### src/rtl/cnn_mac_pipe_sat.sv
// Pipelined signed MAC: (a*b) stream accumulated to in_last, rescaled (floor, or round-half-up with CNN_MAC_ROUND_EN) and saturated.
// Latency: MUL_STAGES+1 cycles from the accepted last pair to out_valid; one pair per cycle.
// Backpressure: out_valid && !out_ready freezes the whole pipeline and drops in_ready.
module cnn_mac_pipe_sat #(
    parameter int A_W        = 14,
    parameter int B_W        = 8,
    parameter int ACC_W      = 32,
    parameter int OUT_W      = 14,
    parameter int FRAC_SHIFT = 6,
    parameter int MUL_STAGES = 2
) (
    input  logic                    ap_clk,
    input  logic                    ap_rst,
    input  logic                    in_valid,
    output logic                    in_ready,
    input  logic signed [A_W-1:0]   in_a,
    input  logic signed [B_W-1:0]   in_b,
    input  logic                    in_last,
    output logic                    out_valid,
    input  logic                    out_ready,
    output logic signed [OUT_W-1:0] out_data,
    output logic                    out_sat,
    output logic [15:0]             out_beats
);

    localparam int P_W = A_W + B_W;

    generate
        if (ACC_W < A_W + B_W || OUT_W > ACC_W - FRAC_SHIFT || FRAC_SHIFT < 0 ||
            FRAC_SHIFT >= ACC_W || MUL_STAGES < 1 || MUL_STAGES > 4) begin : g_param_err
            $error("cnn_mac_pipe_sat: illegal parameter combination");
        end
    endgenerate

    localparam logic signed [ACC_W:0] OUT_MAX = {{(ACC_W+2-OUT_W){1'b0}}, {(OUT_W-1){1'b1}}};
    localparam logic signed [ACC_W:0] OUT_MIN = {{(ACC_W+2-OUT_W){1'b1}}, {(OUT_W-1){1'b0}}};

    logic                    out_valid_q, out_valid_d;
    logic signed [OUT_W-1:0] out_data_q, out_data_d;
    logic                    out_sat_q, out_sat_d;
    logic [15:0]             out_beats_q, out_beats_d;
    logic signed [ACC_W-1:0] acc_q, acc_d;
    logic                    first_q, first_d;
    logic [15:0]             beats_q, beats_d;

    logic stall;
    assign stall    = out_valid_q && !out_ready;
    assign in_ready = !stall;

    logic signed [P_W-1:0] mul_c;
    assign mul_c = P_W'(in_a) * P_W'(in_b);

    logic signed [P_W-1:0] p_q [MUL_STAGES];
    logic [MUL_STAGES-1:0] pv_q;
    logic [MUL_STAGES-1:0] pl_q;

    always_ff @(posedge ap_clk) begin
        if (ap_rst) begin
            pv_q <= '0;
            pl_q <= '0;
        end else if (!stall) begin
            pv_q[0] <= in_valid;
            pl_q[0] <= in_last;
            for (int i = 1; i < MUL_STAGES; i++) begin
                pv_q[i] <= pv_q[i-1];
                pl_q[i] <= pl_q[i-1];
            end
        end
    end

    // Product data needs no reset: it is qualified by pv_q everywhere it is used.
    always_ff @(posedge ap_clk) begin
        if (!stall) begin
            p_q[0] <= mul_c;
            for (int i = 1; i < MUL_STAGES; i++) begin
                p_q[i] <= p_q[i-1];
            end
        end
    end

    logic                    tail_vld, tail_last;
    logic signed [ACC_W-1:0] p_ext, acc_base, sum_c;
    logic signed [ACC_W:0]   sum_w, s_c;
    logic [15:0]             beats_inc;

    assign tail_vld  = pv_q[MUL_STAGES-1];
    assign tail_last = pl_q[MUL_STAGES-1];
    assign p_ext     = ACC_W'(p_q[MUL_STAGES-1]);
    assign acc_base  = first_q ? '0 : acc_q;
    assign sum_c     = acc_base + p_ext;
    assign sum_w     = {sum_c[ACC_W-1], sum_c};
    assign beats_inc = (beats_q == 16'hFFFF) ? beats_q : beats_q + 16'd1;

`ifdef CNN_MAC_ROUND_EN
    generate
        if (FRAC_SHIFT > 0) begin : g_round
            localparam logic signed [ACC_W:0] HALF = {{ACC_W{1'b0}}, 1'b1} << (FRAC_SHIFT - 1);
            assign s_c = (sum_w + HALF) >>> FRAC_SHIFT;
        end else begin : g_noround
            assign s_c = sum_w;
        end
    endgenerate
`else
    assign s_c = sum_w >>> FRAC_SHIFT;
`endif

    logic signed [OUT_W-1:0] sat_data_c;
    logic                    sat_c;

    always_comb begin
        sat_data_c = s_c[OUT_W-1:0];
        sat_c      = 1'b0;
        if (s_c > OUT_MAX) begin
            sat_data_c = OUT_MAX[OUT_W-1:0];
            sat_c      = 1'b1;
        end else if (s_c < OUT_MIN) begin
            sat_data_c = OUT_MIN[OUT_W-1:0];
            sat_c      = 1'b1;
        end
    end

    // Without a stall the output slot is either idle or being handshaken, so it empties unless refilled.
    always_comb begin
        acc_d       = acc_q;
        first_d     = first_q;
        beats_d     = beats_q;
        out_valid_d = out_valid_q;
        out_data_d  = out_data_q;
        out_sat_d   = out_sat_q;
        out_beats_d = out_beats_q;
        if (!stall) begin
            out_valid_d = 1'b0;
            if (tail_vld) begin
                if (tail_last) begin
                    out_valid_d = 1'b1;
                    out_data_d  = sat_data_c;
                    out_sat_d   = sat_c;
                    out_beats_d = beats_inc;
                    first_d     = 1'b1;
                    beats_d     = 16'd0;
                end else begin
                    acc_d   = sum_c;
                    first_d = 1'b0;
                    beats_d = beats_inc;
                end
            end
        end
    end

    always_ff @(posedge ap_clk) begin
        if (ap_rst) begin
            acc_q       <= '0;
            first_q     <= 1'b1;
            beats_q     <= 16'd0;
            out_valid_q <= 1'b0;
            out_data_q  <= '0;
            out_sat_q   <= 1'b0;
            out_beats_q <= 16'd0;
        end else begin
            acc_q       <= acc_d;
            first_q     <= first_d;
            beats_q     <= beats_d;
            out_valid_q <= out_valid_d;
            out_data_q  <= out_data_d;
            out_sat_q   <= out_sat_d;
            out_beats_q <= out_beats_d;
        end
    end

    assign out_valid = out_valid_q;
    assign out_data  = out_data_q;
    assign out_sat   = out_sat_q;
    assign out_beats = out_beats_q;

endmodule

### config.mk
export PLATFORM = sky130hd
export DESIGN_NAME = cnn_mac_pipe_sat
export DESIGN_NICKNAME = d
export VERILOG_FILES = /design/src/rtl/cnn_mac_pipe_sat.sv
export SDC_FILE = /design/constraint.sdc
export NUM_CORES = 1
export LEC_CHECK = 0
export BUFFER_PORTS_ARGS = -buffer_cell sky130_fd_sc_hd__buf_2
export CORE_MARGIN = 8
export CORE_UTILIZATION = 64
export DETAILED_ROUTE_END_ITERATION = 8
export GPL_ROUTABILITY_DRIVEN = 0
export HOLD_SLACK_MARGIN = 0.02
export PLACE_DENSITY_LB_ADDON = 0.3
export SYNTH_ARGS = -nofsm -noshare
export SYNTH_HDL_FRONTEND = slang
export SYNTH_SLANG_ARGS = --single-unit
### constraint.sdc
create_clock -name ap_clk -period 8 [get_ports ap_clk]
set_input_delay 1.2 -clock ap_clk [delete_from_list [all_inputs] [get_ports ap_clk]]
set_output_delay 1.2 -clock ap_clk [all_outputs]
set_load 0.01 [all_outputs]
; After elaboration in Yosys (flattened, before gate mapping)
; Memory sizes are Yosys's and may differ from the RTL's.
; Cells that the tools add are included.
; W data, S select, Z words.
[op_classes]
bitwise_logic = 2
eq_ne = 1
muxes = 10
order_cmp = 2
multipliers = 1
reduce_logical = 6
addsub = 2
[op_table]
columns = operator, count
row1 = $add A32 B22 Y32, 1
row2 = $mux W16, 2
row3 = $mux W32, 1
row4 = $mux W14, 2
row5 = $gt A26 B14 Y1 const B, 1
row6 = $lt A26 B14 Y1 const B, 1
row7 = $mul A14 B8 Y22, 1
row8 = $add A16 B1 Y16 const B, 1
row9 = $eq A16 B16 Y1 const B, 1
row10 = $reduce_and A3 Y1, 2
row11 = $mux W1, 5
row12 = $logic_not A1 Y1, 2
row13 = $not A1 Y1, 2
row14 = $reduce_and A2 Y1, 1
row15 = $logic_and A1 B1 Y1, 1
[totals]
out_inout_bits = 33
ff_bits = 85
wordCells = 34
in_bits = 27
ram_bits = 44
memories = 1
[mem_list]
columns = memory, depth, word_bits, rd, rd_clocked_by_memory_dff, write_ports, line_no
row1 = p_q, 2, 22, 2, 0, 2, 53  ; logic signed [P_W-1:0] p_q [MUL_STAGES];

; Longest topological paths before layout
[depth]
word_depth = 5
mapped_depth = 21
depth_no_buf = 20

; Worst setup path after synthesis
; Ideal clock, no wire load.
[synth_path]
path_kind = input -> register
startpoint = input in_b[4]
endpoint = memory p_q[0][19] in the netlist's numbering (data pin)
path_buffers = 1
required_time_ps = 7742
setup_time_ps = 258
slack_ps = 2262
t_arrival_ps = 5480
stages = 20
cell_sequence = clkbuf_1 > nand2_1 > fa_1 > fa_1 > inv_1 > ha_1 > inv_1 > fa_1 > inv_1 > ha_1 > a21o_1 > a21oi_1 > o21ai_0 > a2111oi_0 > nor3_1 > nor2_1 > a21boi_0 > a21oi_1 > nor2b_1 > xnor2_1
[synth_lines]
columns = element, line_no
row1 = start: declaration, 17  ; input logic signed [B_W-1:0] in_b,
row2 = end: declaration, 53

==> results.md <==
Outcome:
- The run finished with clean final reports.

Routing:
- The detailed-route vias per instance is 5.749.
- In the routed design, unresolved DRC markers number 0.
- The post-detailed-routing wire length is 23800 um.
- The number of nets with antenna violations after routing is 0.
- The average wire per standard cell is 15.62 um.
- The first-pass iteration count of the detailed router is 5.
- The via count is 8761.
- The first routing iteration left 583 violations.

Power and ir drop:
- IR analysis of the VDD net gives a maximum drop of 0.0001910 V.
- The standby leakage power is 5.316 nW.
- The power density over the cells is 278.1 mW/mm^2.

Clock tree:
- The number of post-CTS setup repair buffers is 0.
- In this run the clock root is driven by a sky130_fd_sc_hd__clkbuf_16.
- The TritonCTS clock tree is yes.
- After clock tree synthesis, the clock-pin slew on the worst setup and hold paths is 0.06 ns.
- The total number of H-tree levels is 4.
- After clock tree synthesis, the repair step resized 0 gates.
- Buffers inserted to repair hold after CTS numbered 0.
- The number of CTS-inserted buffers is 17.
- The clock latency at the later pin of the worst-skew pair is 0.43 ns.
- Counting along the longest clock path gives a buffer depth of 2.
- The number of sinks on the clock net is 129.

Hold path:
- The class of the tightest hold or removal check is reg -> reg.
- The launch instance of the worst min-delay path is p_q[0][11].
- The worst min-delay path endpoint is p_q[0][33].
- The worst hold path was traced through 0 stages.

Timing:
- The final max-slew violation count is 0.
- The transition at the pin with the smallest max-transition slack is 1.044 ns.
- The accumulated negative setup slack is 0 ns.
- Across all setup checks in the final design, the least slack found is 2.181 ns.
- In this run the tightest slew margin relative to its limit is 30.17%.
- Setup repair after global routing left no endpoint under its margin.
- On the final layout, the worst clock skew is 0.008174 ns.
- The number of hold violations in the final report is 0.
- In the finished design, the share of the clock period the worst path needs comes to 72.73%.
- Timing would allow up to 171.9 MHz.
- Setup violations remaining at the end of the flow were counted as 0.
- The minimum period implied by the final worst setup slack is 5.819 ns.

Critical path:
- The endpoint identified for the worst register-to-register timing path is out_data[2].
- The type of destination of the critical path is a flip-flop.
- The type of origin of the critical path is an input pin.
- The startpoint identified for the worst register-to-register timing path is first_q.
- The worst register-to-register path has a depth of 15.
- The biggest fanout along the worst timing path is 14.
- Data on the critical path is required at its endpoint by 8.17 ns.
- In this run the register-to-register setup slack is 3.46 ns.
- The worst endpoint data arrival time is 5.99 ns.
- The critical path in this run is classified as in -> reg.

Die:
- The floorplan step set the die height to 147.4 um.
- The floorplan step defined a core boundary enclosing 0.01712 sq mm.
- The die covers 0.02174 sq mm.
- The initial cell density of the core is 64.61%.
- After floorplanning, the core was divided into 48 placement rows.
- The number of primary I/O pins is 60.
- In this run the horizontal extent of the chip is 147.4 um.

Final layout:
- The number of filler cells placed in the layout is 1337.
- The share of the core filled with cells in the final layout is 70.45%.
- The diode insertion count for antenna repair is 0.
- The top cell types in the final layout, fill and taps aside, are sky130_fd_sc_hd__inv_1, sky130_fd_sc_hd__nand2_1, sky130_fd_sc_hd__nor2_1.
- The proportion of layout cells with a drive suffix above 1 is 10.39%.
- The net count of the finished layout is 1478.
- Compared with the post-synthesis result, the final layout area differs by 9.052%.
- The leading cell type in the layout, fill and taps excluded is sky130_fd_sc_hd__inv_1.

Placement:
- The setup slack after placement is 1.797 ns.
- The placed wire-length estimate is 17940 um.
- The count of buffers from port buffering is 59.

Logic synthesis:
- After synthesis, the share of flip-flops with an asynchronous set or reset is 0%.
- After technology mapping, the gate count stands at 1252.
- The primary flip-flop cell chosen by synthesis mapping is sky130_fd_sc_hd__dfxtp_1.
- After synthesis the cells add up to 0.01106 sq mm.
- A synthesized cell averages 8.832 sq um.
- The post-synth net total is 1444.
- The netlist uses 74 different library cells.
- Summing the sequential cell areas from Yosys gives 27.34% of the chip area.
- The number of enable flip-flop cells after synthesis is 44.
- The Yosys step of the flow raised 0 warnings.
- In this run, synthesis produced a sequential element count of 129.

GRT:
- The first global-routing pass estimated 40810 um of wire.
- The global-route usage over all layers is 22.51%.
- The initial antenna violation count is 0.
- The number of global-route vias before repair came to 8784.
- Entering global routing, the biggest net connects 62 pins.
- The final global-route overflow total is 0.

Run:
- The max-capacitance violation count is 0.
[report_power, final]
group | leakage (nW) | switching (W) | internal [W]
clock network | 0.287 | 0.000304 | 0.000449
registers | 1.16 | 0.0000599 | 0.000882
logic | 3.87 | 0.000965 | 0.000694
[worst max-delay path, cell delays in order]
cell	delay [ns]
sky130_fd_sc_hd__buf_2	0.21
sky130_fd_sc_hd__nand2_1	0.12
sky130_fd_sc_hd__fa_1	0.46
sky130_fd_sc_hd__fa_1	0.57
sky130_fd_sc_hd__inv_1	0.05
sky130_fd_sc_hd__ha_1	0.27
sky130_fd_sc_hd__inv_1	0.05
sky130_fd_sc_hd__fa_1	0.60
sky130_fd_sc_hd__inv_1	0.06
sky130_fd_sc_hd__ha_1	0.30
sky130_fd_sc_hd__a21o_1	0.18
sky130_fd_sc_hd__a21oi_1	0.21
sky130_fd_sc_hd__o21ai_0	0.14
sky130_fd_sc_hd__a2111oi_0	0.63
sky130_fd_sc_hd__nor3_1	0.17
sky130_fd_sc_hd__nor2_1	0.15
sky130_fd_sc_hd__a21boi_0	0.14
sky130_fd_sc_hd__a21oi_1	0.19
sky130_fd_sc_hd__nor2b_1	0.20
sky130_fd_sc_hd__xnor2_1	0.09
[registers in the layout, summed over array words and instances, names as in the netlist]
register	cells
first_q	1
out_sat	1
p_q	44
beats_q	16
pl_q	2
pv_q	2
out_valid	1
out_beats	16
out_data	14
acc_q	32
[cells by family after synthesis]
kind of cell / share of synthesized area [%]
fa+ha+maj: 24.92
simple gates: 20.48
buf+inv: 6.506
flops: 27.34
compound gates: 15.93
xor+xnor: 4.198
mux: 0.6337
[layer usage]
layer,up-vias,share of wire [%],global-route usage [%]
met5,-,0,0
met4,0,1.5,7.445
met3,34,4.6,3.271
met2,233,49,38.58
met1,4210,45,28.72
li1,4284,-,-
[final cells by class]
| class | instances | area (sq um) | share of cell area [%] |
|---|---|---|---|
| multi-input cells | 936 | 7321 | 60.71 |
| well taps | 225 | 281.5 | 2.335 |
| repair buffers | 65 | 342.8 | 2.843 |
| clock inverters | 14 | 126.4 | 1.048 |
| flip-flops and latches | 129 | 3023 | 25.07 |
| clock buffers | 18 | 450.4 | 3.735 |
| inverters | 137 | 514.2 | 4.264 |
[worst max-delay path by stage]
stage | from | endpoint | cells after the start
after CTS | in_b[4] | p_q[0][19] | 20
after floorplan | in_b[4] | p_q[0][19] | 20
after global routing | in_b[4] | p_q[0][19] | 20
after detailed placement | in_b[4] | p_q[0][19] | 20
final | in_b[4] | p_q[0][19] | 20
after global placement | in_b[4] | p_q[0][19] | 20
[synth_stat cells, drive strengths merged, types with 24 or more instances]
| library cell | count | share of area [%] |
|---|---|---|
| ha | 73 | 8.3 |
| fa | 92 | 17 |
| and2 | 78 | 4.4 |
| clkbuf | 40 | 1.4 |
| dfxtp | 85 | 15 |
| edfxtp | 44 | 12 |
| inv | 137 | 4.7 |
| o21ai | 27 | 1.3 |
| a21oi | 99 | 4.7 |
| nor2 | 123 | 4.2 |
| nor2b | 37 | 2.1 |
| nand2 | 131 | 4.5 |
| nand3 | 24 | 1.1 |
| xnor2 | 37 | 2.9 |
[through the flow]
step | hold slack [ns] | total power, W | cell area [sq um] | std cells
after global routing | 0.4229 | 0.003606 | 12060 | 1524
final | 0.4144 | 0.003353 | 12060 | 1524
after detailed placement | 0.4045 | 0.002587 | 11480 | 1492
after floorplan | 0.4003 | 0.002247 | 11060 | 1252
after global placement | 0.4009 | 0.002509 | 11480 | 1492
after CTS | 0.4138 | 0.003357 | 12060 | 1524
Power figures use the tool's default switching activity.
